**src/rtl/qdma_flr_responder.sv**
```systemverilog
// qdma_flr_responder
//   User-side responder for the QDMA Function Level Reset handshake.
//   FLR start/cancel pulses from the fabric are queued. Each pending
//   function is then handed to user logic as a quiesce request. Completion
//   goes back to the DMA as a one-cycle flr_done pulse, and a timeout forces
//   completion if user logic never acknowledges.
//
// Ports
//   axi_aclk, axi_reset_n       clock, synchronous active-low reset
//   flr_set, flr_clr, flr_fnc   FLR start / cancel pulses and their function
//   quiesce_req, quiesce_fnc    level request to user logic, function to quiesce
//   quiesce_ack                 user logic finished quiescing quiesce_fnc
//   flr_done_vld, flr_done_fnc  one-cycle completion pulse and its function
//   flr_timeout                 completion was forced by the quiesce timer
//   pend_ovf                    sticky: an flr_set was dropped on a full queue
//   busy                        queue non-empty or a request in flight
module qdma_flr_responder #(
    parameter int FNC_W      = 8,
    parameter int DEPTH      = 4,
    parameter int QUIESCE_TO = 1024
) (
    input  logic             axi_aclk,
    input  logic             axi_reset_n,
    input  logic             flr_set,
    input  logic             flr_clr,
    input  logic [FNC_W-1:0] flr_fnc,
    output logic             quiesce_req,
    output logic [FNC_W-1:0] quiesce_fnc,
    input  logic             quiesce_ack,
    output logic             flr_done_vld,
    output logic [FNC_W-1:0] flr_done_fnc,
    output logic             flr_timeout,
    output logic             pend_ovf,
    output logic             busy
);
    localparam int AW = $clog2(DEPTH);
    localparam int TW = $clog2(QUIESCE_TO);

    typedef struct packed {
        logic [FNC_W-1:0] fnc;
        logic             cancel;
    } ent_t;

    typedef enum logic [1:0] {S_IDLE, S_REQ, S_DONE} state_t;

    ent_t   [DEPTH-1:0] fifo_q, fifo_d;
    logic   [AW:0]      wr_q, wr_d, rd_q, rd_d, cnt;
    state_t             state_q, state_d;
    logic   [FNC_W-1:0] fnc_q, fnc_d;
    logic   [TW-1:0]    tmr_q, tmr_d;
    logic               to_q, to_d, ovf_q, ovf_d;

    logic [DEPTH-1:0] hit, live_hit;
    logic             empty, full, pop, dup, push_req, head_kill, clr_act, tmr_max;
    ent_t             head;

    assign cnt   = wr_q - rd_q;
    assign empty = (cnt == '0);
    assign full  = (cnt == (AW+1)'(DEPTH));
    assign head  = fifo_q[rd_q[AW-1:0]];

    // A slot is occupied when its distance from the read pointer is below
    // the fill count. Only occupied slots take part in dedupe and cancel.
    for (genvar g = 0; g < DEPTH; g++) begin : g_slot
        logic [AW-1:0] off;
        assign off         = AW'(g) - rd_q[AW-1:0];
        assign hit[g]      = ({1'b0, off} < cnt) && (fifo_q[g].fnc == flr_fnc);
        assign live_hit[g] = hit[g] && !fifo_q[g].cancel;
    end

    // An uncancelled pending entry or the in-flight function swallows a
    // repeat set. A cancelled match does not, so a re-issued FLR is queued.
    assign dup      = (|live_hit) || ((state_q != S_IDLE) && (fnc_q == flr_fnc));
    assign push_req = flr_set && !flr_clr && !dup;
    // A cancel that arrives while the head is being popped still kills it.
    assign head_kill = head.cancel || (flr_clr && (head.fnc == flr_fnc));
    assign clr_act   = flr_clr && (flr_fnc == fnc_q);
    assign tmr_max   = (tmr_q == TW'(QUIESCE_TO - 1));

    always_comb begin
        state_d = state_q;
        fnc_d   = fnc_q;
        tmr_d   = tmr_q;
        to_d    = to_q;
        ovf_d   = ovf_q;
        fifo_d  = fifo_q;
        wr_d    = wr_q;
        pop     = 1'b0;

        case (state_q)
            S_IDLE: begin
                if (!empty) begin
                    pop = 1'b1;
                    if (!head_kill) begin
                        state_d = S_REQ;
                        fnc_d   = head.fnc;
                        tmr_d   = '0;
                        to_d    = 1'b0;
                    end
                end
            end
            S_REQ: begin
                if (!tmr_max) tmr_d = tmr_q + TW'(1);
                // A cancel for the active function beats both ack and timeout.
                if (clr_act) begin
                    state_d = S_IDLE;
                end else if (quiesce_ack) begin
                    state_d = S_DONE;
                end else if (tmr_max) begin
                    state_d = S_DONE;
                    to_d    = 1'b1;
                end
            end
            S_DONE: begin
                state_d = S_IDLE;
                to_d    = 1'b0;
            end
            default: state_d = S_IDLE;
        endcase

        for (int i = 0; i < DEPTH; i++) begin
            if (flr_clr && hit[i]) fifo_d[i].cancel = 1'b1;
        end

        // When the queue is full, a pop in the same cycle frees the write slot.
        if (push_req) begin
            if (full && !pop) begin
                ovf_d = 1'b1;
            end else begin
                fifo_d[wr_q[AW-1:0]] = '{fnc: flr_fnc, cancel: 1'b0};
                wr_d = wr_q + (AW+1)'(1);
            end
        end
    end

    assign rd_d = pop ? rd_q + (AW+1)'(1) : rd_q;

    always_ff @(posedge axi_aclk) begin
        if (!axi_reset_n) begin
            state_q <= S_IDLE;
            fifo_q  <= '0;
            wr_q    <= '0;
            rd_q    <= '0;
            fnc_q   <= '0;
            tmr_q   <= '0;
            to_q    <= 1'b0;
            ovf_q   <= 1'b0;
        end else begin
            state_q <= state_d;
            fifo_q  <= fifo_d;
            wr_q    <= wr_d;
            rd_q    <= rd_d;
            fnc_q   <= fnc_d;
            tmr_q   <= tmr_d;
            to_q    <= to_d;
            ovf_q   <= ovf_d;
        end
    end

    assign quiesce_req  = (state_q == S_REQ);
    assign quiesce_fnc  = fnc_q;
    assign flr_done_vld = (state_q == S_DONE);
    assign flr_done_fnc = (state_q == S_DONE) ? fnc_q : '0;
    assign flr_timeout  = (state_q == S_DONE) && to_q;
    assign pend_ovf     = ovf_q;
    assign busy         = !empty || (state_q != S_IDLE);
endmodule

```
**config.mk**
```make
export PLATFORM = sky130hd
export DESIGN_NAME = qdma_flr_responder
export DESIGN_NICKNAME = d
export VERILOG_FILES = /design/src/rtl/qdma_flr_responder.sv
export SDC_FILE = /design/constraint.sdc
export NUM_CORES = 1
export LEC_CHECK = 0
export CORE_UTILIZATION = 40
export CTS_CLUSTER_SIZE = 12
export DETAILED_ROUTE_END_ITERATION = 16
export PLACE_DENSITY = 0.61
export SYNTH_ARGS = -nofsm -noshare
export SYNTH_HDL_FRONTEND = slang
export SYNTH_SLANG_ARGS = --single-unit
```
**constraint.sdc**
```tcl
create_clock -name axi_aclk -period 3.1 [get_ports axi_aclk]
set_clock_uncertainty 0.1 [all_clocks]
set_input_delay 0.93 -clock axi_aclk [delete_from_list [all_inputs] [get_ports axi_aclk]]
set_output_delay 0.93 -clock axi_aclk [all_outputs]
set_load 0.01 [all_outputs]
```
# [Yosys cells after proc, flatten, opt, wreduce, memory -nomap -nowiden]
# Index checks and enable logic that the tools add are counted.
[classes] n_addsub=8 n_eq_ne=18 bitwise=3 n_div=0 magnitude_cmp=7 n_shift=0 n_reduce_logical=43 n_mux=30 multipliers=0
[ops] op="8-bit == test" n=7
[ops] op="28-bit two-way mux" n=2
[ops] op="36-bit bitwise mux" n=1
[ops] op="10-bit two-way mux" n=3
[ops] op="1-bit logical AND" n=20
[ops] op="10-bit one-hot mux with 2 select lines" n=1
[ops] op="9-bit binary-select mux with 2-bit select" n=1
[ops] op="9-bit demux with 2-bit select" n=1
[ops] op="9-bit two-way mux" n=2
[ops] op="2-bit by 3-bit < comparator with 1-bit output" n=4
[ops] op="1-bit two-way mux" n=11
[ops] op="10-bit by 1-bit adder with 10-bit output (second input constant)" n=1
[ops] op="10-bit == test (second input constant)" n=1
[ops] op="2-bit two-way mux" n=5
[ops] op="2-bit != test (second input constant)" n=5
[ops] op="1-bit zero test" n=8
[ops] op="8-bit two-way mux" n=1
[ops] op="3-bit by 1-bit adder with 3-bit output (second input constant)" n=2
[ops] op="2-bit by 3-bit < comparator with 1-bit output (second input constant)" n=2
[ops] op="3-bit AND reduction" n=2
[ops] op="6-bit AND reduction" n=1
[ops] op="4-bit by 1-bit != test with 1-bit output (second input constant)" n=1
[ops] op="2-bit one-hot mux with 2 select lines" n=1
[ops] op="2-bit AND reduction" n=2
[ops] op="other kinds (17)" n=24
[totals] ramBits=0 output_inout_bits=21 latchBits=0 mem_count=0 ff_bits=64 mem_bits_ro=0 inputBits=13 word_cells=124

# [Depth between registers and ports, before layout]
# Gate-level depths: netlist of the first run.
[depth] word_depth=9 ltp_mapped=13 ltp_nobuf=12

# [Least setup slack after synthesis of the first run]
# OpenSTA, ideal clock, no wires.
[synth_timing] kind="reg-to-reg" startpoint="reg rd_q[1]" endpoint="reg fifo_q[1] (netlist bit)" synth_period_minus_slack_ns=2.958 n_path_buf=3 setup_time_ns=0.072 required_time_ns=2.928 path_slack_ns=0.142 stages_incl_launch_ff=14 arrival_ns=2.787 path_cell_list="dfxtp_1 > buf_6 > buf_6 > inv_1 > fa_1 > inv_1 > ha_1 > nor2b_1 > o21a_1 > nor4_1 > nor2_1 > nand4_1 > buf_2 > mux2i_1"
[synth_via] elab_chain_cells=9 elab_cells_between_ends=29 classes_between="add/sub: 5; order compare: 4; eq/ne: 1; mux: 2; bitwise: 1; reduce/logical: 16"
[synth_lines] item="start, declared" line="47" text="logic [AW:0] wr_q, wr_d, rd_q, rd_d, cnt;"
[synth_lines] item="start signal, assigned" line="152" text="rd_q <= rd_d;"
[synth_lines] item="3-bit subtractor, or another cell as far along" line="57" text="assign cnt = wr_q - rd_q;"
[synth_lines] item="2-bit by 3-bit < comparator with 1-bit output" line="67" text="assign hit[g] = ({1'b0, off} < cnt) && (fifo_q[g].fnc == flr_fnc);"
[synth_lines] item="1-bit logical AND" line="67"
[synth_lines] item="1-bit logical AND" line="68" text="assign live_hit[g] = hit[g] && !fifo_q[g].cancel;"
[synth_lines] item="4-bit OR reduction" line="73" text="assign dup = (|live_hit) || ((state_q != S_IDLE) && (fnc_q == flr_fnc));"
[synth_lines] item="1-bit logical OR" line="73"
[synth_lines] item="1-bit zero test" line="74" text="assign push_req = flr_set && !flr_clr && !dup;"
[synth_lines] item="1-bit logical AND" line="74"
[synth_lines] item="2-bit AND reduction (no source line) (*)"
[synth_lines] item="end signal, assigned" line="150" text="fifo_q <= fifo_d;"
[synth_lines] item="end, declared" line="46" text="ent_t [DEPTH-1:0] fifo_q, fifo_d;"
# Mark *: on every way between the ends. The rest lies on a longest branch, timed or not.
# A chain may end at the register's enable or synchronous reset.

# [Final worst setup path of the first run]
[layout_timing] startpoint="reg wr_q[0]" endpoint="reg fifo_q[35] (netlist bit)"
[layout_via] elab_chain_cells=9 elab_cells_between_ends=31 classes_between="add/sub: 1; order compare: 6; eq/ne: 1; mux: 5; bitwise: 1; reduce/logical: 17"
[layout_lines] item="start, declared" line="47"
[layout_lines] item="start signal, assigned" line="151" text="wr_q <= wr_d;"
[layout_lines] item="3-bit subtractor" line="57"
[layout_lines] item="2-bit by 3-bit < comparator with 1-bit output" line="67"
[layout_lines] item="1-bit logical AND" line="67"
[layout_lines] item="1-bit logical AND" line="68"
[layout_lines] item="4-bit OR reduction" line="73"
[layout_lines] item="1-bit logical OR" line="73"
[layout_lines] item="1-bit zero test" line="74"
[layout_lines] item="1-bit logical AND" line="74"
[layout_lines] item="2-bit AND reduction (no source line)"
# Several ways; a longest one is shown, not always the timed one.

==> results of run 1 <==
-- state kept, by name, indices dropped and copies added, names as in the netlist --
register	count
state_q	2
tmr_q	10
fifo_q	36
pend_ovf	1
wr_q	3
quiesce_fnc	8
to_q	1
rd_q	3
-- worst max path at each step --
stage | from | to | slack, ns | cells past startpoint
global route | wr_q[0] | fifo_q[35] | -0.008 | 14
global placement | flr_fnc[4] | fifo_q[3] | -0.28 | 9
CTS | wr_q[0] | busy | 0.0005 | 8
finish | wr_q[0] | fifo_q[35] | 0.12 | 14
floorplan | rd_q[1] | fifo_q[1] | 0.14 | 13
detailed placement | flr_fnc[4] | fifo_q[1] | -0.27 | 9
-- through the flow --
step | setup WS (ns) | util, % | cell area (um^2) | hold WS [ns]
5_1_grt | -0.00764 | 52.6 | 4950 | 0.411
4_1_cts | 0.000480 | 52.2 | 4910 | 0.389
6_report | 0.121 | 52.6 | 4950 | 0.387
3_3_place_gp | -0.283 | 49.6 | 4670 | 0.368
2_1_floorplan | 0.142 | - | 3960 | 0.347
3_5_place_dp | -0.268 | 49.6 | 4670 | 0.376
-- metal layers --
| layer | track usage (%) | vias to the layer above | share of wire, % |
|---|---|---|---|
| met1 | 28.1 | 1572 | 47 |
| met5 | 0 | - | 0 |
| met4 | 8.03 | 0 | 2.4 |
| met2 | 35.0 | 68 | 47 |
| li1 | - | 1680 | - |
| met3 | 4.76 | 20 | 3.8 |
-- synthesized netlist by cell type (all sizes together), types with 3 or more instances --
| library cell | number | share of area [%] |
|---|---|---|
| o21ai | 16 | 2.0 |
| mux2i | 49 | 12 |
| clkinv | 3 | 0.28 |
| o21a | 3 | 0.57 |
| nor2 | 21 | 2.0 |
| xor2 | 27 | 6.0 |
| nand4 | 9 | 1.7 |
| xnor2 | 22 | 4.9 |
| a211oi | 4 | 0.88 |
| inv | 13 | 1.2 |
| nor4 | 11 | 1.9 |
| and2 | 9 | 1.4 |
| ha | 14 | 4.4 |
| a41oi | 3 | 0.66 |
| nand3 | 8 | 1.0 |
| mux4 | 6 | 3.4 |
| o211a | 3 | 0.76 |
| dfxtp | 64 | 32 |
| nand2b | 5 | 0.79 |
| mux2 | 3 | 0.85 |
| nor2b | 5 | 0.79 |
| nand2 | 74 | 7.0 |
| a31oi | 5 | 0.79 |
| nor3 | 9 | 1.5 |
| clkbuf | 12 | 1.1 |
| a21oi | 9 | 1.1 |
| buf | 15 | 2.4 |
-- timing repair --
action,in CTS,in global routing
pin swaps,1,1
gates cloned,0,0
setup endpoints to repair,4,40
resized for setup,6,10
hold buffers,0,0
buffers inserted,1,2
-- worst register-to-register path: cells and delay by family, from the launching register on --
| kind | cells | cell delay [ns] |
|---|---|---|
| AOI/OAI and AO/OA | 2 | 0.36 |
| DFF | 1 | 0.32 |
| muxes | 1 | 0.12 |
| buffers and inverters | 5 | 0.55 |
| and+or+nand+nor | 3 | 0.49 |
| adders and majority gates | 3 | 0.93 |
-- cell usage in the layout (no fill, tap or decap), types with 12 or more instances in the layout --
master / count
o21ai_0: 13
mux2i_1: 49
buf_4: 44
inv_1: 12
nand2_1: 74
xor2_1: 27
dfxtp_1: 63
xnor2_1: 22
ha_1: 14
nor2_1: 21
clkdlybuf4s50_1: 31
-- cell type report --
class	instances	area, um^2
Multi-Input combinational cell	338	2510
Clock inverter	7	105
Timing Repair Buffer	80	711
Sequential cell	64	1280
Fill cell	895	4460
Inverter	16	60.1
Tap cell	129	161
Clock buffer	9	124
-- logic make-up (layout without fill, tap and decap cells) --
logic type | Yosys count | after routing | synth area share, %
AOI/OAI and AO/OA | 55 | 55 | 9.51
xor gates and xnor gates | 50 | 50 | 11.4
adders and majority gates | 15 | 15 | 4.93
buffers and inverters | 43 | 112 | 5.09
DFF | 64 | 64 | 32.4
muxes | 58 | 58 | 16.7
and+or+nand+nor | 160 | 160 | 20.0
-- where the power goes --
group / internal (W) / total (W) / leakage (nW) / switching (W)
Clock: 0.000462 / 0.000841 / 0.112 / 0.000379
Combinational: 0.000725 / 0.00157 / 1.49 / 0.000846
Sequential: 0.000888 / 0.000955 / 0.518 / 0.0000670
==> impl_metrics.json, run 1 <==
{
  "ys_async_sr_fraction_pct": 0,
  "coreArea_mm2": 0.00942,
  "ys.flop_type": "dfxtp_1",
  "cts-buffers-inserted": 9,
  "drt_iter0_drc": 148,
  "grt_usage_pct": 21.6,
  "die_w_um": 102,
  "syn-cell-area_mm2": 0.00396,
  "cts_tree": "done",
  "worst_setup_path_start_kind": "flip-flop",
  "avgSynthCellArea_um2": 8.90,
  "dieArea_mm2": 0.0103,
  "path_delay_family": "adder cells",
  "grt_antenna_before_repair": 0,
  "synth_warnings": 0,
  "io_pins": 34,
  "hold_viol": 0,
  "dp.cells": 624,
  "p_total_w": 0.00337,
  "die_y_um": 102,
  "r2r_setup_slack_ns": 0.12,
  "wl_per_cell_um": 15.9,
  "layout-drive-gt1-share_pct": 17.3,
  "timing.rr.start": "wr_q[0]",
  "cp.required_ns": 3.23,
  "portBuffers": 33,
  "crit_buf_inv": 5,
  "yosysSeqAreaShare_pct": 32.4,
  "clk_latency_ns": 0.36,
  "root_buffer": "clkbuf_8",
  "cp_slowest_cell": "fa_1",
  "grt_pass1_wl_um": 16800,
  "finalSetupTns_ns": 0,
  "diodes": 0,
  "timing.fmax_ghz": 0.336,
  "fin_crit_sh_pct": 96.1,
  "drv_cap": 0,
  "syn_inst": 445,
  "worst_pin_slew_ns": 0.515,
  "ys_ff_latch": 64,
  "totalWireLength_um": 10200,
  "synth_edf_count": 0,
  "first_pass_iters": 5,
  "slew_headroom_pct": 65.7,
  "gp_congestion": 0.915,
  "critPathMaxStageDelay_ns": 0.52,
  "nets": 537,
  "worstSetupPathType": "reg -> reg",
  "period_minus_slack_ns": 2.98,
  "syn-num-nets": 473,
  "overflow": 0,
  "clock_path_buffers": 2,
  "worstPathArrival_ns": 3.11,
  "min_from": "tmr_q[9]",
  "start_util_pct": 42.1,
  "status": "finished, final reports clean",
  "grt_pass1_vias": 3268,
  "num_vias": 3340,
  "leakage_nw": 2.12,
  "slew_violations": 0,
  "critical_path.cell_chain": "inv_1 -> ha_1 -> inv_1 -> fa_1 -> inv_2 -> buf_4 -> ha_1 -> nor2b_1 -> o21ai_2 -> nand4b_1 -> o221a_2 -> nand4_1 -> buf_12 -> mux2i_1",
  "via_per_inst": 5.19,
  "drc": 0,
  "area_delta_synth_final_pct": 25.1,
  "hold-path-endpoint": "tmr_q[9]",
  "end_kind": "flip-flop",
  "path_max_fanout": 9,
  "grt_max_degree": 52,
  "hold_class": "reg -> reg",
  "ir_drop_mv": 0.296,
  "min_delay_path_depth": 1,
  "synth_cell_types": 53,
  "cts_sinks": 64,
  "setup_viol": 0,
  "clk_pin_slew_ns": 0.08,
  "p_per_area_mw_per_mm2": 680,
  "dpl.hpwl_um": 7720,
  "row_count": 35,
  "r2r_cells": 14,
  "ant_nets": 0,
  "r2r-end": "fifo_q[35]",
  "instances_no_fill": 643,
  "cts_max_level": 3
}
Note: power is estimated with default switching activity, not from simulation.
==> run 2, diff against run 1 <==
--- a/config.mk
+++ b/config.mk
@@ -5,10 +5,10 @@
 export SDC_FILE = /design/constraint.sdc
 export NUM_CORES = 1
 export LEC_CHECK = 0
-export CORE_UTILIZATION = 40
+export CORE_UTILIZATION = 53
 export CTS_CLUSTER_SIZE = 12
 export DETAILED_ROUTE_END_ITERATION = 16
-export PLACE_DENSITY = 0.61
+export PLACE_DENSITY = 0.77
 export SYNTH_ARGS = -nofsm -noshare
 export SYNTH_HDL_FRONTEND = slang
 export SYNTH_SLANG_ARGS = --single-unit
==> impl_metrics.json, run 2 (synthesis results as in run 1) <==
{
  "multi_input_area_mm2": 0.00255,
  "hold_class": "reg -> reg",
  "slew_violations": 0,
  "cts-buffers-inserted": 9,
  "clk_latency_ns": 0.35,
  "cts_max_level": 3,
  "drv_cap": 0,
  "timing.fmax_ghz": 0.329,
  "period_minus_slack_ns": 3.04,
  "r2r_setup_slack_ns": 0.06,
  "totalWireLength_um": 10600,
  "grt_max_degree": 54,
  "drc": 0,
  "worst_setup_path_start_kind": "flip-flop",
  "ir_drop_mv": 0.371,
  "die_y_um": 88.4,
  "setup_viol": 0,
  "clk_pin_slew_ns": 0.07,
  "dieArea_mm2": 0.00782,
  "path_max_fanout": 6,
  "nets": 537,
  "root_buffer": "clkbuf_8",
  "status": "finished, final reports clean",
  "p_per_area_mw_per_mm2": 680,
  "start_util_pct": 54.6,
  "cts_sinks": 64,
  "grt_pass1_vias": 3392,
  "grt_pass1_wl_um": 16600,
  "slew_headroom_pct": 67.6,
  "instances_no_fill": 613,
  "worstPathArrival_ns": 3.21,
  "timing.rr.start": "wr_q[0]",
  "num_vias": 3526,
  "die_w_um": 88.4,
  "r2r_cells": 15,
  "coreArea_mm2": 0.00725,
  "hold_viol": 0,
  "fillers": 574,
  "wl_per_cell_um": 17.3,
  "diodes": 0,
  "layout_common_cells": "nand2_1, dfxtp_1, mux2i_1",
  "hold-path-endpoint": "fifo_q[15]",
  "min_from": "fifo_q[15]",
  "first_pass_iters": 5,
  "end_kind": "flip-flop",
  "layout-drive-gt1-share_pct": 17.9,
  "regArea_mm2": 0.00128,
  "grt_antenna_before_repair": 0,
  "postCtsHoldBufs": 0,
  "drt_iter0_drc": 357,
  "ant_nets": 0,
  "row_count": 31,
  "mostFrequentLayoutCell": "nand2_1",
  "dpl.hpwl_um": 7460,
  "cp.required_ns": 3.27,
  "grt_usage_pct": 28.3,
  "overflow": 0,
  "largest_reg_flops": 36,
  "area_delta_synth_final_pct": 26.3,
  "gp_congestion": 0.999,
  "leakage_nw": 2.14,
  "portBuffers": 33,
  "worstSetupPathType": "reg -> reg",
  "dp.cells": 591,
  "cts_tree": "done",
  "worst_pin_slew_ns": 0.482,
  "r2r-end": "fifo_q[29]",
  "io_pins": 34,
  "clock_path_buffers": 2,
  "top_register": "fifo_q",
  "min_delay_path_depth": 2,
  "fin_crit_sh_pct": 98.0,
  "via_per_inst": 5.75,
  "finalSetupTns_ns": 0
}
==> run 2: what timing repair did <==
item	in CTS	in global routing
endpoints found under the setup margin	1	41
pin swaps	1	7
cloned	0	1
resized for setup	4	20
setup buffers	2	3
==> run 2: where the power goes <==
group | switching, W | internal (W) | total, W
Clock | 0.000331 | 0.000478 | 0.000809
Combinational | 0.000880 | 0.000756 | 0.00164
Sequential | 0.0000686 | 0.000889 | 0.000958
==> run 2: routing by layer <==
layer	track usage (%)	wire length [um]	vias to the layer above
met3	6.81	699	33
met2	48.4	5110	145
met5	0	0	-
met1	34.6	4440	1667
li1	-	-	1681
met4	10.4	341	0
==> run 2: final cells by class <==
type / count / share of cell area, %
multi-input combinational: 338 / 50.9
clock inverter: 4 / 1.55
clock buffer: 12 / 2.90
inverter: 16 / 1.20
tap: 99 / 2.48
sequential: 64 / 25.7
timing repair buffer: 80 / 15.3
==> run 2: worst max-delay path, cell delays in order, from the launching register on <==
cell     delay [ns]
dfxtp_2        0.33
inv_2          0.07
ha_4           0.12
inv_1          0.04
fa_1           0.52
inv_2          0.08
buf_6          0.12
ha_1           0.25
nor2_1         0.04
o21ai_1        0.18
nand3_1        0.17
o221a_4        0.33
nand4_1        0.13
buf_6          0.15
buf_12         0.13
mux2i_1        0.20
==> run 2: per-stage QoR <==
stage	util (%)	area, um^2	power (W)	hold WS, ns	worst slack (ns)
detailed placement	63.9	4640	0.00240	0.374	-0.200
global placement	63.9	4640	0.00235	0.368	-0.165
CTS	67.3	4880	0.00326	0.389	0.00223
floorplan	-	3960	0.00193	0.347	0.142
finish	68.9	5000	0.00340	0.389	0.0609
global route	68.9	5000	0.00358	0.407	-0.0674
==> run 2: how the worst max path moves through the flow <==
stage	startpoint	end	slack, ns
4_1_cts	wr_q[0]	fifo_q[29]	0.002
5_1_grt	wr_q[0]	fifo_q[29]	-0.07
6_report	wr_q[0]	fifo_q[29]	0.06
2_1_floorplan	rd_q[1]	fifo_q[1]	0.14
3_3_place_gp	flr_fnc[3]	fifo_q[35]	-0.17
3_5_place_dp	flr_fnc[3]	fifo_q[8]	-0.20
